File: src/rtl/ex_mem_reg_if.sv
// Execute-stage result bundle: GPR write address/enable/data and the HI/LO write triple.
// The producer side uses the master modport and the consumer side uses the slave modport.
interface ex_mem_reg_if #(
    parameter int REG_W  = 32,
    parameter int ADDR_W = 5
);
    logic [ADDR_W-1:0] wd;
    logic              wreg;
    logic [REG_W-1:0]  wdata;
    logic [REG_W-1:0]  hi;
    logic [REG_W-1:0]  lo;
    logic              whilo;

    modport master (output wd, wreg, wdata, hi, lo, whilo);
    modport slave  (input  wd, wreg, wdata, hi, lo, whilo);
endinterface

File: src/rtl/ex_mem_reg.sv
// EX/MEM pipeline register: inserts bubbles on stall, clears on flush, and carries the
// madd/msub partial accumulator back to execute across stalls. It also keeps a saturating bubble count.
module ex_mem_reg #(
    parameter int REG_W   = 32,
    parameter int ADDR_W  = 5,
    parameter int STALL_W = 6,
    parameter int EX_BIT  = 3,
    parameter int MEM_BIT = 4,
    parameter int BCNT_W  = 16
) (
    input  logic                 clk,
    input  logic                 rst,
    input  logic [STALL_W-1:0]   stall,
    input  logic                 flush,
    ex_mem_reg_if.slave          ex_if,
    ex_mem_reg_if.master         mem_if,
    input  logic [2*REG_W-1:0]   hilo_i,
    input  logic [1:0]           cnt_i,
    output logic                 mem_valid,
    output logic [2*REG_W-1:0]   hilo_o,
    output logic [1:0]           cnt_o,
    output logic [BCNT_W-1:0]    bubble_cnt
);

    logic es, ms;
    logic stall_unused;

    assign es = stall[EX_BIT];
    assign ms = stall[MEM_BIT];
    // Only the execute and memory bits matter here. The rest of the vector is reduced away.
    assign stall_unused = ^stall;

    always_ff @(posedge clk) begin
        if (rst) begin
            mem_if.wd    <= '0;
            mem_if.wreg  <= 1'b0;
            mem_if.wdata <= '0;
            mem_if.hi    <= '0;
            mem_if.lo    <= '0;
            mem_if.whilo <= 1'b0;
            mem_valid    <= 1'b0;
            hilo_o       <= '0;
            cnt_o        <= '0;
            bubble_cnt   <= '0;
        end else if (flush) begin
            mem_if.wd    <= '0;
            mem_if.wreg  <= 1'b0;
            mem_if.wdata <= '0;
            mem_if.hi    <= '0;
            mem_if.lo    <= '0;
            mem_if.whilo <= 1'b0;
            mem_valid    <= 1'b0;
            hilo_o       <= '0;
            cnt_o        <= '0;
        end else if (!es && !ms) begin
            mem_if.wd    <= ex_if.wd;
            mem_if.wreg  <= ex_if.wreg;
            mem_if.wdata <= ex_if.wdata;
            mem_if.hi    <= ex_if.hi;
            mem_if.lo    <= ex_if.lo;
            mem_if.whilo <= ex_if.whilo;
            mem_valid    <= 1'b1;
            hilo_o       <= '0;
            cnt_o        <= '0;
        end else if (es && !ms) begin
            // The bubble drops both write enables, and the partial madd/msub state is parked for execute.
            mem_if.wd    <= '0;
            mem_if.wreg  <= 1'b0;
            mem_if.wdata <= '0;
            mem_if.hi    <= '0;
            mem_if.lo    <= '0;
            mem_if.whilo <= 1'b0;
            mem_valid    <= 1'b0;
            hilo_o       <= hilo_i;
            cnt_o        <= cnt_i;
            if (bubble_cnt != {BCNT_W{1'b1}})
                bubble_cnt <= bubble_cnt + 1'b1;
        end
        // Both stalled, or the illegal ms-without-es case: every output holds its value.
    end

    illegal_stall_a: assert property (@(posedge clk) disable iff (rst || flush) !(ms && !es))
        else $warning("ex_mem_reg: memory stalled while execute advances; holding");

endmodule

File: src/flat_wrapper.sv
// flat-port wrapper written by rule: the top's interface ports become plain ports
module ex_mem_reg_flat 
#(
    parameter int REG_W   = 32,
    parameter int ADDR_W  = 5,
    parameter int STALL_W = 6,
    parameter int EX_BIT  = 3,
    parameter int MEM_BIT = 4,
    parameter int BCNT_W  = 16
)
  (clk, rst, stall, flush, hilo_i, cnt_i, mem_valid, hilo_o, cnt_o, bubble_cnt, ex_if_wd, ex_if_wreg, ex_if_wdata, ex_if_hi, ex_if_lo, ex_if_whilo, mem_if_wd, mem_if_wreg, mem_if_wdata, mem_if_hi, mem_if_lo, mem_if_whilo);
  ex_mem_reg_if #(.REG_W(REG_W), .ADDR_W(ADDR_W)) ex_if_i ();
  ex_mem_reg_if #(.REG_W(REG_W), .ADDR_W(ADDR_W)) mem_if_i ();
  input  logic clk;
  input  logic rst;
  input  logic [STALL_W-1:0] stall;
  input  logic flush;
  input  logic [2*REG_W-1:0] hilo_i;
  input  logic [1:0] cnt_i;
  output logic mem_valid;
  output logic [2*REG_W-1:0] hilo_o;
  output logic [1:0] cnt_o;
  output logic [BCNT_W-1:0] bubble_cnt;
  input wire logic [$bits(ex_if_i.wd)-1:0] ex_if_wd;
  input wire logic [$bits(ex_if_i.wreg)-1:0] ex_if_wreg;
  input wire logic [$bits(ex_if_i.wdata)-1:0] ex_if_wdata;
  input wire logic [$bits(ex_if_i.hi)-1:0] ex_if_hi;
  input wire logic [$bits(ex_if_i.lo)-1:0] ex_if_lo;
  input wire logic [$bits(ex_if_i.whilo)-1:0] ex_if_whilo;
  output wire logic [$bits(mem_if_i.wd)-1:0] mem_if_wd;
  output wire logic [$bits(mem_if_i.wreg)-1:0] mem_if_wreg;
  output wire logic [$bits(mem_if_i.wdata)-1:0] mem_if_wdata;
  output wire logic [$bits(mem_if_i.hi)-1:0] mem_if_hi;
  output wire logic [$bits(mem_if_i.lo)-1:0] mem_if_lo;
  output wire logic [$bits(mem_if_i.whilo)-1:0] mem_if_whilo;
  assign ex_if_i.wd = ex_if_wd;
  assign ex_if_i.wreg = ex_if_wreg;
  assign ex_if_i.wdata = ex_if_wdata;
  assign ex_if_i.hi = ex_if_hi;
  assign ex_if_i.lo = ex_if_lo;
  assign ex_if_i.whilo = ex_if_whilo;
  assign mem_if_wd = mem_if_i.wd;
  assign mem_if_wreg = mem_if_i.wreg;
  assign mem_if_wdata = mem_if_i.wdata;
  assign mem_if_hi = mem_if_i.hi;
  assign mem_if_lo = mem_if_i.lo;
  assign mem_if_whilo = mem_if_i.whilo;
  ex_mem_reg #(.REG_W(REG_W), .ADDR_W(ADDR_W), .STALL_W(STALL_W), .EX_BIT(EX_BIT), .MEM_BIT(MEM_BIT), .BCNT_W(BCNT_W)) u_core (.clk(clk), .rst(rst), .stall(stall), .flush(flush), .ex_if(ex_if_i), .mem_if(mem_if_i), .hilo_i(hilo_i), .cnt_i(cnt_i), .mem_valid(mem_valid), .hilo_o(hilo_o), .cnt_o(cnt_o), .bubble_cnt(bubble_cnt));
endmodule
File: config.mk
export PLATFORM = sky130hd
export DESIGN_NAME = ex_mem_reg_flat
export DESIGN_NICKNAME = d
export VERILOG_FILES = /design/src/rtl/ex_mem_reg_if.sv /design/src/rtl/ex_mem_reg.sv /design/src/flat_wrapper.sv
export SDC_FILE = /design/constraint.sdc
export NUM_CORES = 1
export LEC_CHECK = 0
export BUFFER_PORTS_ARGS = -buffer_cell sky130_fd_sc_hd__buf_2
export CORE_AREA = 3 3 141 143
export CTS_BUF_LIST = sky130_fd_sc_hd__clkbuf_8
export CTS_CLUSTER_SIZE = 28
export DETAILED_ROUTE_END_ITERATION = 16
export DIE_AREA = 0 0 144 146
export PLACE_DENSITY = 0.71
export SYNTH_ARGS = -nofsm -noshare
export SYNTH_HDL_FRONTEND = slang
export SYNTH_SLANG_ARGS = --single-unit
File: constraint.sdc
create_clock -name clk -period 5.6 [get_ports clk]
set_clock_uncertainty 0.05 [all_clocks]
set_input_delay 0.84 -clock clk [delete_from_list [all_inputs] [get_ports clk]]
set_output_delay 0.84 -clock clk [all_outputs]
set_load 0.01 [all_outputs]
==> metrics.txt <==
status=finished clean; Post-synth EDFFs=0; Synth Area per Inst=9.189 sq um; GR Util All Layers=~18%; clock root cell=clkbuf_8; synth top area cells=dfxtp_1 58%, a22oi_1 16%, nor2_1 8.5%; Pwr Density=280.6 nW/um^2; CTS sink cnt=between 150 and 200; Top Ports=364; TritonCTS Buffers=17; synth cell count leaders=186 x dfxtp_1, 146 x nor2_1, 140 x a22oi_1; max incr delay on CP=640 ps; most common cell in the netlist=dfxtp_1; detailed placement HPWL=around 14 mm; critical path's slowest cell=or4_1; Combinational Power Share=under 10%; cell internal pwr=1.778 mW; clock network power share=35.5%; DP Area=8320 sq um; Seq/Total Area, Yosys=about three fifths; CP Launch Type=primary input; H-tree levels=4; Area Growth Syn to Fin=35.54%; Pins Over Slew Limit=0; post-synth top area cell=dfxtp_1; Vias=around 6300; final worst path period share=49.84%; NetSw=0.6606 mW; layout net count=1198; post-synthesis async set-or-reset flop share=0%; CTS tree=done; first-pass GRT wire length=29.93 mm; Pleak=3.989 nW; Remaining Overflow, GRT=0; sequential power share=55.7%; CTS Hold Buffers Added=0; Die X=around 140 um; Slew @ Worst Pin=around 1100 ps; number of global-route vias before repair=5819; post-synthesis register bit count=186; Routed Antenna Nets=0; Period minus WS final=approximately 2800 ps; RSZ-0062 raised after global routing=false; Initial Util=34.29%; DP Cell Count=1234; peak supply drop=0.1566 mV; worst hold-check path type=flip-flop to flip-flop; row count=50; drt wl/cell=15.44 um; CTS max path bufs=2; number of max-cap violations=0; yosys warns=0; crit path capture type=flip-flop; synth unique cells=26; Post-Syn Nets=between 800 and 900; largest net degree at the start of global routing=81; relative slew slack=27.08%; switching share of power=between 20% and 30%; Post-Syn Area=6414 sq um; Final Wtd Congestion=0.7960; Worst path top cell family by delay=simple AND/OR/NAND/NOR gates; filler-free cell count of the finished design=around 1300; share of layout cells above drive strength 1=39.24%; Core ar.=around 19000 sq um; drc violations=0; Die H=146 um; WP data required=5890 ps; # resized after CTS=0; crit path max fanout=66; synthesized instance count=698; Die Area=21020 sq um; n_diodes=0; vias per cell=around 5; port buffer count=359; final wirelength=19.55 mm; Buf/Inv on CP=1; Power, Total=between 2 and 2.5 mW; Synth top area share=58.06%; initial drt markers=340; Critical Path AT=3080 ps; clk_lat worst skew=440 ps; final hold vios=0; Design Area, Final=8693 sq um; Setup Viol. Count Final=0; crit path cell chain=buf_4 -> or3b_4 -> or4_1 -> nor4_1 -> mux2_2; main flop type after synthesis=dfxtp_1; router iterations before antenna repair=5; Post-CTS Setup Inserts=0; f_max=0.3583 GHz; antenna violations before repair=1; clock transition at the registers of the reported paths=100 ps; CP Class=primary input to flip-flop; final setup TNS=0 ps
path summary, 6_finish.rpt:
kind                            cells after the start  slack (ps)                                 end                         startpoint
worst max register to register                      6        3420   u_core.bubble_cnt[5]$_SDFFE_PP0P_  u_core.bubble_cnt[0]$_SDFFE_PP0P_
worst min-delay path                                2         410      u_core.hilo_o[15]$_SDFFE_PP0P_     u_core.hilo_o[15]$_SDFFE_PP0P_
worst max-delay path                                5        2810  u_core.bubble_cnt[15]$_SDFFE_PP0P_                           stall[4]
worst min register to register                      2         410      u_core.hilo_o[15]$_SDFFE_PP0P_     u_core.hilo_o[15]$_SDFFE_PP0P_
metal layers:
layer  vias to the layer above  part of all wire [%]  global-route usage (%)
met5                         -                 0.067                       0
met4                         2                   1.7                   5.697
met3                        27                    10                   7.230
met2                       282                    49                   29.61
met1                      2853                    39                   20.38
li1                       3093                     -                       -
worst reg2reg max path, delay by kind of cell (launching register included):
kind | cells | cell delay, ps
buffers and inverters | 1 | 270
flip-flops | 1 | 440
AND/OR/NAND/NOR | 3 | 850
adder cells (fa/ha/maj) | 1 | 200
multiplexers | 1 | 270
layout by cell type (no fill, tap or decap), drive strengths merged:
cell and instances:
nand4 5, nand2 64, mux2 3, nand3b 1, o21ai 5, clkbuf 18
or3b 1, a211oi 2, buf 364, nor2b 5, or4 8, clkinv 2
inv 15, a21oi 41, or2 3, nor3 1, nor2 146, nor4 4
dfxtp 186, or3 5, ha 1, o31ai 7, nand2b 2, a22oi 140
nand3 3
metrics by stage:
| stage | hold WS, ps | util, % | setup slack (ps) |
|---|---|---|---|
| finish | 406.4 | 46.47 | 2809 |
| global route | 425.0 | 46.47 | 2662 |
| CTS | 407.8 | 46.47 | 2836 |
| detailed placement | 394.3 | 44.48 | 2328 |
| global placement | 389.6 | 44.48 | 2365 |
| floorplan | 430.5 | - | 2836 |
cells by family (layout without fill, tap and decap cells):
kind of cell	after synthesis	count (layout)	synth area share, %
flops	186	186	58.06
mux	3	3	0.5267
compound gates	195	195	21.03
buf+inv	65	399	3.921
simple gates	248	248	16.27
fa+ha+maj	1	1	0.1951
flip-flops by register name, indices dropped and copies added (netlist names):
name	cells
u_core.mem_if.wreg	1
u_core.mem_if.hi	32
u_core.mem_if.whilo	1
u_core.mem_valid	1
u_core.hilo_o	64
u_core.cnt_o	2
u_core.mem_if.wdata	32
u_core.mem_if.wd	5
u_core.mem_if.lo	32
u_core.bubble_cnt	16
power groups by stage:
stage                     Sequential [mW]  Combinational [mW]  Clock (mW)
after floorplan                      1.40              0.0973           0
after global placement               1.39               0.214           0
after detailed placement             1.39               0.217           0
after CTS                            1.36               0.218       0.904
after global routing                 1.36               0.239       0.960
final                                1.36               0.215       0.866
area by class of cell:
cell class | count | area [sq um]
timing repair buffer | 364 | 1837
tap | 234 | 292.8
clock inverter | 14 | 125.1
inverter | 3 | 11.26
multi-input combinational | 447 | 2456
sequential | 186 | 3724
clock buffer | 18 | 247.7
fill | 1824 | 10010
Note: power is estimated with default switching activity, not from simulation.
